File: src/rtl/time_counter.sv
// 24-hour BCD time-of-day counter: 1 s prescaler with full carry and midnight wrap,
// plus button-driven field setting with auto-repeat in set mode.
module time_counter #(
   parameter int unsigned TICK_DIV   = 50_000_000,
   parameter int unsigned REPEAT_DLY = 25_000_000,
   parameter int unsigned REPEAT_PER = 5_000_000
) (
   input  logic       clk,
   input  logic       reset,
   input  logic       add,
   input  logic       minus,
   input  logic [3:0] switch,
   output logic [7:0] hr,
   output logic [7:0] min,
   output logic [7:0] sec,
   output logic       secPulse
);

   localparam int unsigned PW   = (TICK_DIV > 1) ? $clog2(TICK_DIV) : 1;
   localparam int unsigned RMAX = (REPEAT_DLY > REPEAT_PER) ? REPEAT_DLY : REPEAT_PER;
   localparam int unsigned RW   = (RMAX > 1) ? $clog2(RMAX) : 1;
   localparam logic [PW-1:0] PRESC_LAST = PW'(TICK_DIV - 1);
   localparam logic [RW-1:0] DLY_LAST   = RW'(REPEAT_DLY - 1);
   localparam logic [RW-1:0] PER_LAST   = RW'(REPEAT_PER - 1);

   logic [1:0]    r_add_s;
   logic [1:0]    r_min_s;
   logic [1:0]    r_vld;
   logic          r_up_q;
   logic          r_dn_q;
   logic          r_set_q;
   logic [PW-1:0] r_presc;
   logic          r_rpt_on;
   logic          r_rpt_first;
   logic          r_rpt_dir;
   logic [RW-1:0] r_rpt_cnt;
   logic [7:0]    r_hr;
   logic [7:0]    r_min;
   logic [7:0]    r_sec;
   logic          r_pulse;

   logic          w_set;
   logic          w_up;
   logic          w_dn;
   logic          w_step_up;
   logic          w_step_dn;
   logic          w_tick;
   logic          w_rpt_fire;
   logic          w_inc;
   logic          w_dec;
   logic [PW-1:0] w_presc_n;
   logic          w_rpt_on_n;
   logic          w_rpt_first_n;
   logic          w_rpt_dir_n;
   logic [RW-1:0] w_rpt_cnt_n;
   logic [7:0]    w_hr_n;
   logic [7:0]    w_min_n;
   logic [7:0]    w_sec_n;

   function automatic logic [7:0] bcd_up(input logic [7:0] v, input logic [7:0] top);
      logic [7:0] r;
      if (v == top)
         r = 8'h00;
      else if (v[3:0] == 4'd9)
         r = {4'(v[7:4] + 4'd1), 4'd0};
      else
         r = {v[7:4], 4'(v[3:0] + 4'd1)};
      return r;
   endfunction

   function automatic logic [7:0] bcd_dn(input logic [7:0] v, input logic [7:0] top);
      logic [7:0] r;
      if (v == 8'h00)
         r = top;
      else if (v[3:0] == 4'd0)
         r = {4'(v[7:4] - 4'd1), 4'd9};
      else
         r = {v[7:4], 4'(v[3:0] - 4'd1)};
      return r;
   endfunction

   assign w_set     = switch[0];
   assign w_up      = ~r_add_s[1] &  r_min_s[1];
   assign w_dn      =  r_add_s[1] & ~r_min_s[1];
   assign w_step_up = w_set & w_up & ~r_up_q;
   assign w_step_dn = w_set & w_dn & ~r_dn_q;

   // Prescaler, auto-repeat timer and next time-of-day value.
   always_comb begin
      w_presc_n     = r_presc;
      w_tick        = 1'b0;
      w_rpt_on_n    = r_rpt_on;
      w_rpt_first_n = r_rpt_first;
      w_rpt_dir_n   = r_rpt_dir;
      w_rpt_cnt_n   = r_rpt_cnt;
      w_rpt_fire    = 1'b0;
      w_inc         = 1'b0;
      w_dec         = 1'b0;
      w_hr_n        = r_hr;
      w_min_n       = r_min;
      w_sec_n       = r_sec;

      // First run-mode edge after set mode still holds the prescaler at 0.
      if (w_set || r_set_q) begin
         w_presc_n = '0;
      end else if (r_presc == PRESC_LAST) begin
         w_presc_n = '0;
         w_tick    = 1'b1;
      end else begin
         w_presc_n = r_presc + PW'(1);
      end

      if (w_step_up || w_step_dn) begin
         w_rpt_on_n    = 1'b1;
         w_rpt_first_n = 1'b1;
         w_rpt_dir_n   = w_step_up;
         w_rpt_cnt_n   = '0;
      end else if (r_rpt_on && w_set && (r_rpt_dir ? w_up : w_dn)) begin
         if (r_rpt_cnt == (r_rpt_first ? DLY_LAST : PER_LAST)) begin
            w_rpt_fire    = 1'b1;
            w_rpt_first_n = 1'b0;
            w_rpt_cnt_n   = '0;
         end else begin
            w_rpt_cnt_n = r_rpt_cnt + RW'(1);
         end
      end else begin
         w_rpt_on_n    = 1'b0;
         w_rpt_first_n = 1'b1;
         w_rpt_cnt_n   = '0;
      end

      w_inc = w_step_up | (w_rpt_fire &  r_rpt_dir);
      w_dec = w_step_dn | (w_rpt_fire & ~r_rpt_dir);

      if (w_tick) begin
         w_sec_n = bcd_up(r_sec, 8'h59);
         if (r_sec == 8'h59) begin
            w_min_n = bcd_up(r_min, 8'h59);
            if (r_min == 8'h59)
               w_hr_n = bcd_up(r_hr, 8'h23);
         end
      end else if (w_inc || w_dec) begin
         if (switch[1]) w_hr_n  = w_inc ? bcd_up(r_hr,  8'h23) : bcd_dn(r_hr,  8'h23);
         if (switch[2]) w_min_n = w_inc ? bcd_up(r_min, 8'h59) : bcd_dn(r_min, 8'h59);
         if (switch[3]) w_sec_n = w_inc ? bcd_up(r_sec, 8'h59) : bcd_dn(r_sec, 8'h59);
      end
   end

   // Button synchronizers; edge detectors stay "pressed" until real samples arrive.
   always_ff @(posedge clk) begin
      if (reset) begin
         r_add_s <= 2'b11;
         r_min_s <= 2'b11;
         r_vld   <= 2'b00;
         r_up_q  <= 1'b1;
         r_dn_q  <= 1'b1;
      end else begin
         r_add_s <= {r_add_s[0], add};
         r_min_s <= {r_min_s[0], minus};
         r_vld   <= {r_vld[0], 1'b1};
         r_up_q  <= r_vld[1] ? w_up : 1'b1;
         r_dn_q  <= r_vld[1] ? w_dn : 1'b1;
      end
   end

   always_ff @(posedge clk) begin
      if (reset) begin
         r_set_q     <= 1'b0;
         r_presc     <= '0;
         r_rpt_on    <= 1'b0;
         r_rpt_first <= 1'b1;
         r_rpt_dir   <= 1'b0;
         r_rpt_cnt   <= '0;
         r_hr        <= 8'h00;
         r_min       <= 8'h00;
         r_sec       <= 8'h00;
         r_pulse     <= 1'b0;
      end else begin
         r_set_q     <= w_set;
         r_presc     <= w_presc_n;
         r_rpt_on    <= w_rpt_on_n;
         r_rpt_first <= w_rpt_first_n;
         r_rpt_dir   <= w_rpt_dir_n;
         r_rpt_cnt   <= w_rpt_cnt_n;
         r_hr        <= w_hr_n;
         r_min       <= w_min_n;
         r_sec       <= w_sec_n;
         r_pulse     <= w_tick;
      end
   end

   assign hr       = r_hr;
   assign min      = r_min;
   assign sec      = r_sec;
   assign secPulse = r_pulse;

endmodule

File: config.mk
export PLATFORM = sky130hd
export DESIGN_NAME = time_counter
export DESIGN_NICKNAME = d
export VERILOG_FILES = /design/src/rtl/time_counter.sv
export SDC_FILE = /design/constraint.sdc
export NUM_CORES = 1
export LEC_CHECK = 0
export ABC_AREA = 0
export BUFFER_PORTS_ARGS = -buffer_cell sky130_fd_sc_hd__buf_2
export CAP_MARGIN = 20
export CORE_ASPECT_RATIO = 0.9
export CORE_MARGIN = 5
export CORE_UTILIZATION = 35
export DETAILED_ROUTE_END_ITERATION = 7
export GPL_TIMING_DRIVEN = 0
export PLACE_DENSITY_LB_ADDON = 0.3
export SLEW_MARGIN = 20
export SYNTH_ARGS = -nofsm -noshare
export SYNTH_HDL_FRONTEND = slang
export SYNTH_SLANG_ARGS = --single-unit
File: constraint.sdc
create_clock -name clk -period 4.4 [get_ports clk]
set_clock_uncertainty 0.05 [all_clocks]
set_input_delay 0.66 -clock clk [delete_from_list [all_inputs] [get_ports clk]]
set_output_delay 0.66 -clock clk [all_outputs]
set_load 0.1 [all_outputs]
==> metrics.md <==
| Metric | Value |
|---|---|
| GR Util All Layers | between 10% and 20% |
| Fill cells | approximately 1.4k |
| Total number of vias | around 4.6k |
| Post-cts sizing count | 0 |
| Area Overhead vs Synth | 15.0% |
| CP Data Required Time | ~4600 ps |
| Post-layout minimum cycle time | 2960 ps |
| Critical path type | flip-flop to flip-flop |
| Largest net degree at the start of global routing | 17 |
| Total CTS buffers | 9 |
| Drt via density | between 5 and 6 |
| Slew margin rel. | between 50% and 60% |
| Synth area leader | dfxtp_1 |
| Tcrit/Tclk final | roughly two thirds |
| Share of cells above drive strength 1 | 10.5% |
| Crit-path cells | ha_1 -> nand4_1 -> nor4_2 -> nand3_1 -> buf_2 -> mux2i_1 -> a21oi_1 -> o21ai_0 -> a211oi_1 |
| Primary FF master, synth | dfxtp_1 |
| Die Area | 16800 um^2 |
| Max Root-Sink Buffers | 2 |
| Cell Pwr Density | 307 nW/um^2 |
| Tightest Pin Transition | roughly 700 ps |
| Dominant cells by area after synthesis | dfxtp_1 (35%), nor2_1 (6.6%), ha_1 (5.5%) |
| Setup crit end kind | flip-flop |
| GRT Residual Overflow | 0 |
| Crit-path slowest cell | a21oi_1 |
| First DRT Iteration DRCs | 296 |
| MaxCap Viol Count | 0 |
| P_leak | roughly 0.002 uW |
| Fmax | roughly 0.34 GHz |
| Avg Cell Area, Syn | 8.04 um^2 |
| Vias in the first global route | ~4.3k |
| Post-synthesis cell count | around 620 |
| Drt wl/cell | about 14 um |
| Status | completed |
| Clk_lat worst skew | roughly 350 ps |
| Critical Path Max Stage Delay | approximately 520 ps |
| TritonRoute pass-1 iters | 5 |
| Nets | between 600 and 700 |
| Placed wire-length estimate | between 8000 and 9000 um |
| Final Total Pwr | 1760 uW |
| Max Slew Vio Count | 0 |
| Yosys cell types | 65 |
| Mapped Area | roughly 5000 um^2 |
| Critical path launch point type | flip-flop |
| Initial Utilization | around 36% |
| Worst IR Drop VDD | 0.148 mV |
| Routability cong. | a little over 0.9 |
| Post-synthesis register bit count | between 80 and 90 |
| Top-Level Pins | 33 |
| CTS tree | done |
| Critical Path AT | between 3000 and 4000 ps |
| Count of input and output buffers | 31 |
| Setup Total Neg Slack | 0 ps |
| Die height | 123 um |
| Asr flop ratio synth | 0% |
| H-tree levels | 3 |
| Peak fanout along the critical path | 10 |
| Final Hold Violating Endpoints | 0 |
| Post-route ant nets | 0 |
| Final wirelength | roughly 12000 um |
| Hold Buf Count CTS | 0 |
| Clock Pin Slew Worst Setup and Hold Paths | roughly 70 ps |
| Remaining DRCs | 0 |
| Yosys warns | 0 |
| Type of the tightest min-delay check | flip-flop to flip-flop |
| RSZ-0062 raised after global routing | false |
| Synth top area share | between 30% and 40% |
| Initial antenna violation count | 0 |
| Root buffer cell | clkbuf_16 |
| Core area | about 14000 um^2 |
| Sequential fraction of the synthesis area | between 30% and 40% |
| Die Width | 136 um |
| Synth cell count leaders | dfxtp_1 (88), nor2_1 (88), nand2_1 (61) |
| Syn nets | around 650 |
| Clock sinks | 88 |
| First-pass GRT wire length | 20800 um |
| # rows | a little over 40 |
| Post-CTS Setup Inserts | 0 |
| Antenna diodes | 0 |
| Post-synth EDFFs | 0 |
| Final setup viols | 0 |
## layout make-up
cell class	instances	area, um^2	area share, %
repair buffers	31	155	2.70
well taps	193	241	4.21
clock inverters	7	126	2.20
clock buffers	9	225	3.92
flip-flops and latches	88	1760	30.7
inverters	24	90.1	1.57
multi-input cells	483	3010	52.5
plain buffers	26	126	2.20
## stage by stage
stage	instance area, um^2	cells	utilization (%)	hold slack, ps	setup slack, ps
final	5740	861	41.0	363	1440
after global routing	5740	861	41.0	393	1160
after CTS	5740	861	41.0	365	1460
after detailed placement	5390	845	38.5	349	1480
after global placement	5390	845	38.5	348	1490
after floorplan	4990	621	-	339	1370
## cells in the final DEF (no fill, tap or decap), types with 21 or more instances in the layout
cell type,count
nor2_1,88
inv_1,24
ha_1,22
nand2_1,61
xor2_1,30
o21ai_0,28
nand3_1,29
a21oi_1,26
dfxtp_1,88
xnor2_1,21
buf_2,36
## flip-flops by register name, indices dropped and copies added, names as in the netlist
| name | flops |
|---|---|
| r_rpt_first | 1 |
| sec | 8 |
| min | 8 |
| r_min_s | 2 |
| r_add_s | 2 |
| r_rpt_dir | 1 |
| r_presc | 26 |
| r_vld | 2 |
| hr | 8 |
| secPulse | 1 |
| r_rpt_on | 1 |
| r_dn_q | 1 |
| r_rpt_cnt | 25 |
| r_up_q | 1 |
| r_set_q | 1 |
## power by group
group / total [uW] / internal [uW] / leakage, uW / switching (uW)
Combinational: 55.4 / 16.1 / 0.00117 / 39.3
Sequential: 807 / 802 / 0.000711 / 4.57
Clock: 899 / 562 / 0.000168 / 337
Total: 1760 / 1380 / 0.00205 / 381
## critical path, delay by kind of cell, from the launching register on
kind            cells  cell delay (ps)
flops               1              380
buf+inv             1              230
fa+ha+maj           1              220
mux                 1              220
compound gates      3              930
simple gates        3              830
## per-layer routing
metal  share of wire [%]  vias to the layer above  wire length (um)  GRT usage, %
li1                    -                     2294                 -             -
met1                  48                     2142              5960          21.0
met2                  44                      154              5430          23.4
met3                 5.9                       28               727          3.25
met4                 2.3                        0               287          5.86
met5                   0                        -                 0             0
## cell families (layout without fill, tap and decap cells)
| family | after synthesis | after routing | share of synthesized area [%] |
|---|---|---|---|
| buf+inv | 50 | 97 | 4.34 |
| fa+ha+maj | 22 | 22 | 5.52 |
| xor+xnor | 51 | 51 | 8.95 |
| flops | 88 | 88 | 35.3 |
| simple gates | 280 | 280 | 28.0 |
| mux | 4 | 4 | 0.827 |
| compound gates | 126 | 126 | 17.0 |
## final timing paths
kind           endpoint  cells past startpoint  slack (ps)  startpoint
max               hr[0]                      9        1440  r_presc[0]
min reg2reg  r_min_s[1]                      1         360  r_min_s[0]
min          r_min_s[1]                      1         360  r_min_s[0]
max reg2reg       hr[0]                      9        1440  r_presc[0]
(Power assumes the default switching activity.)
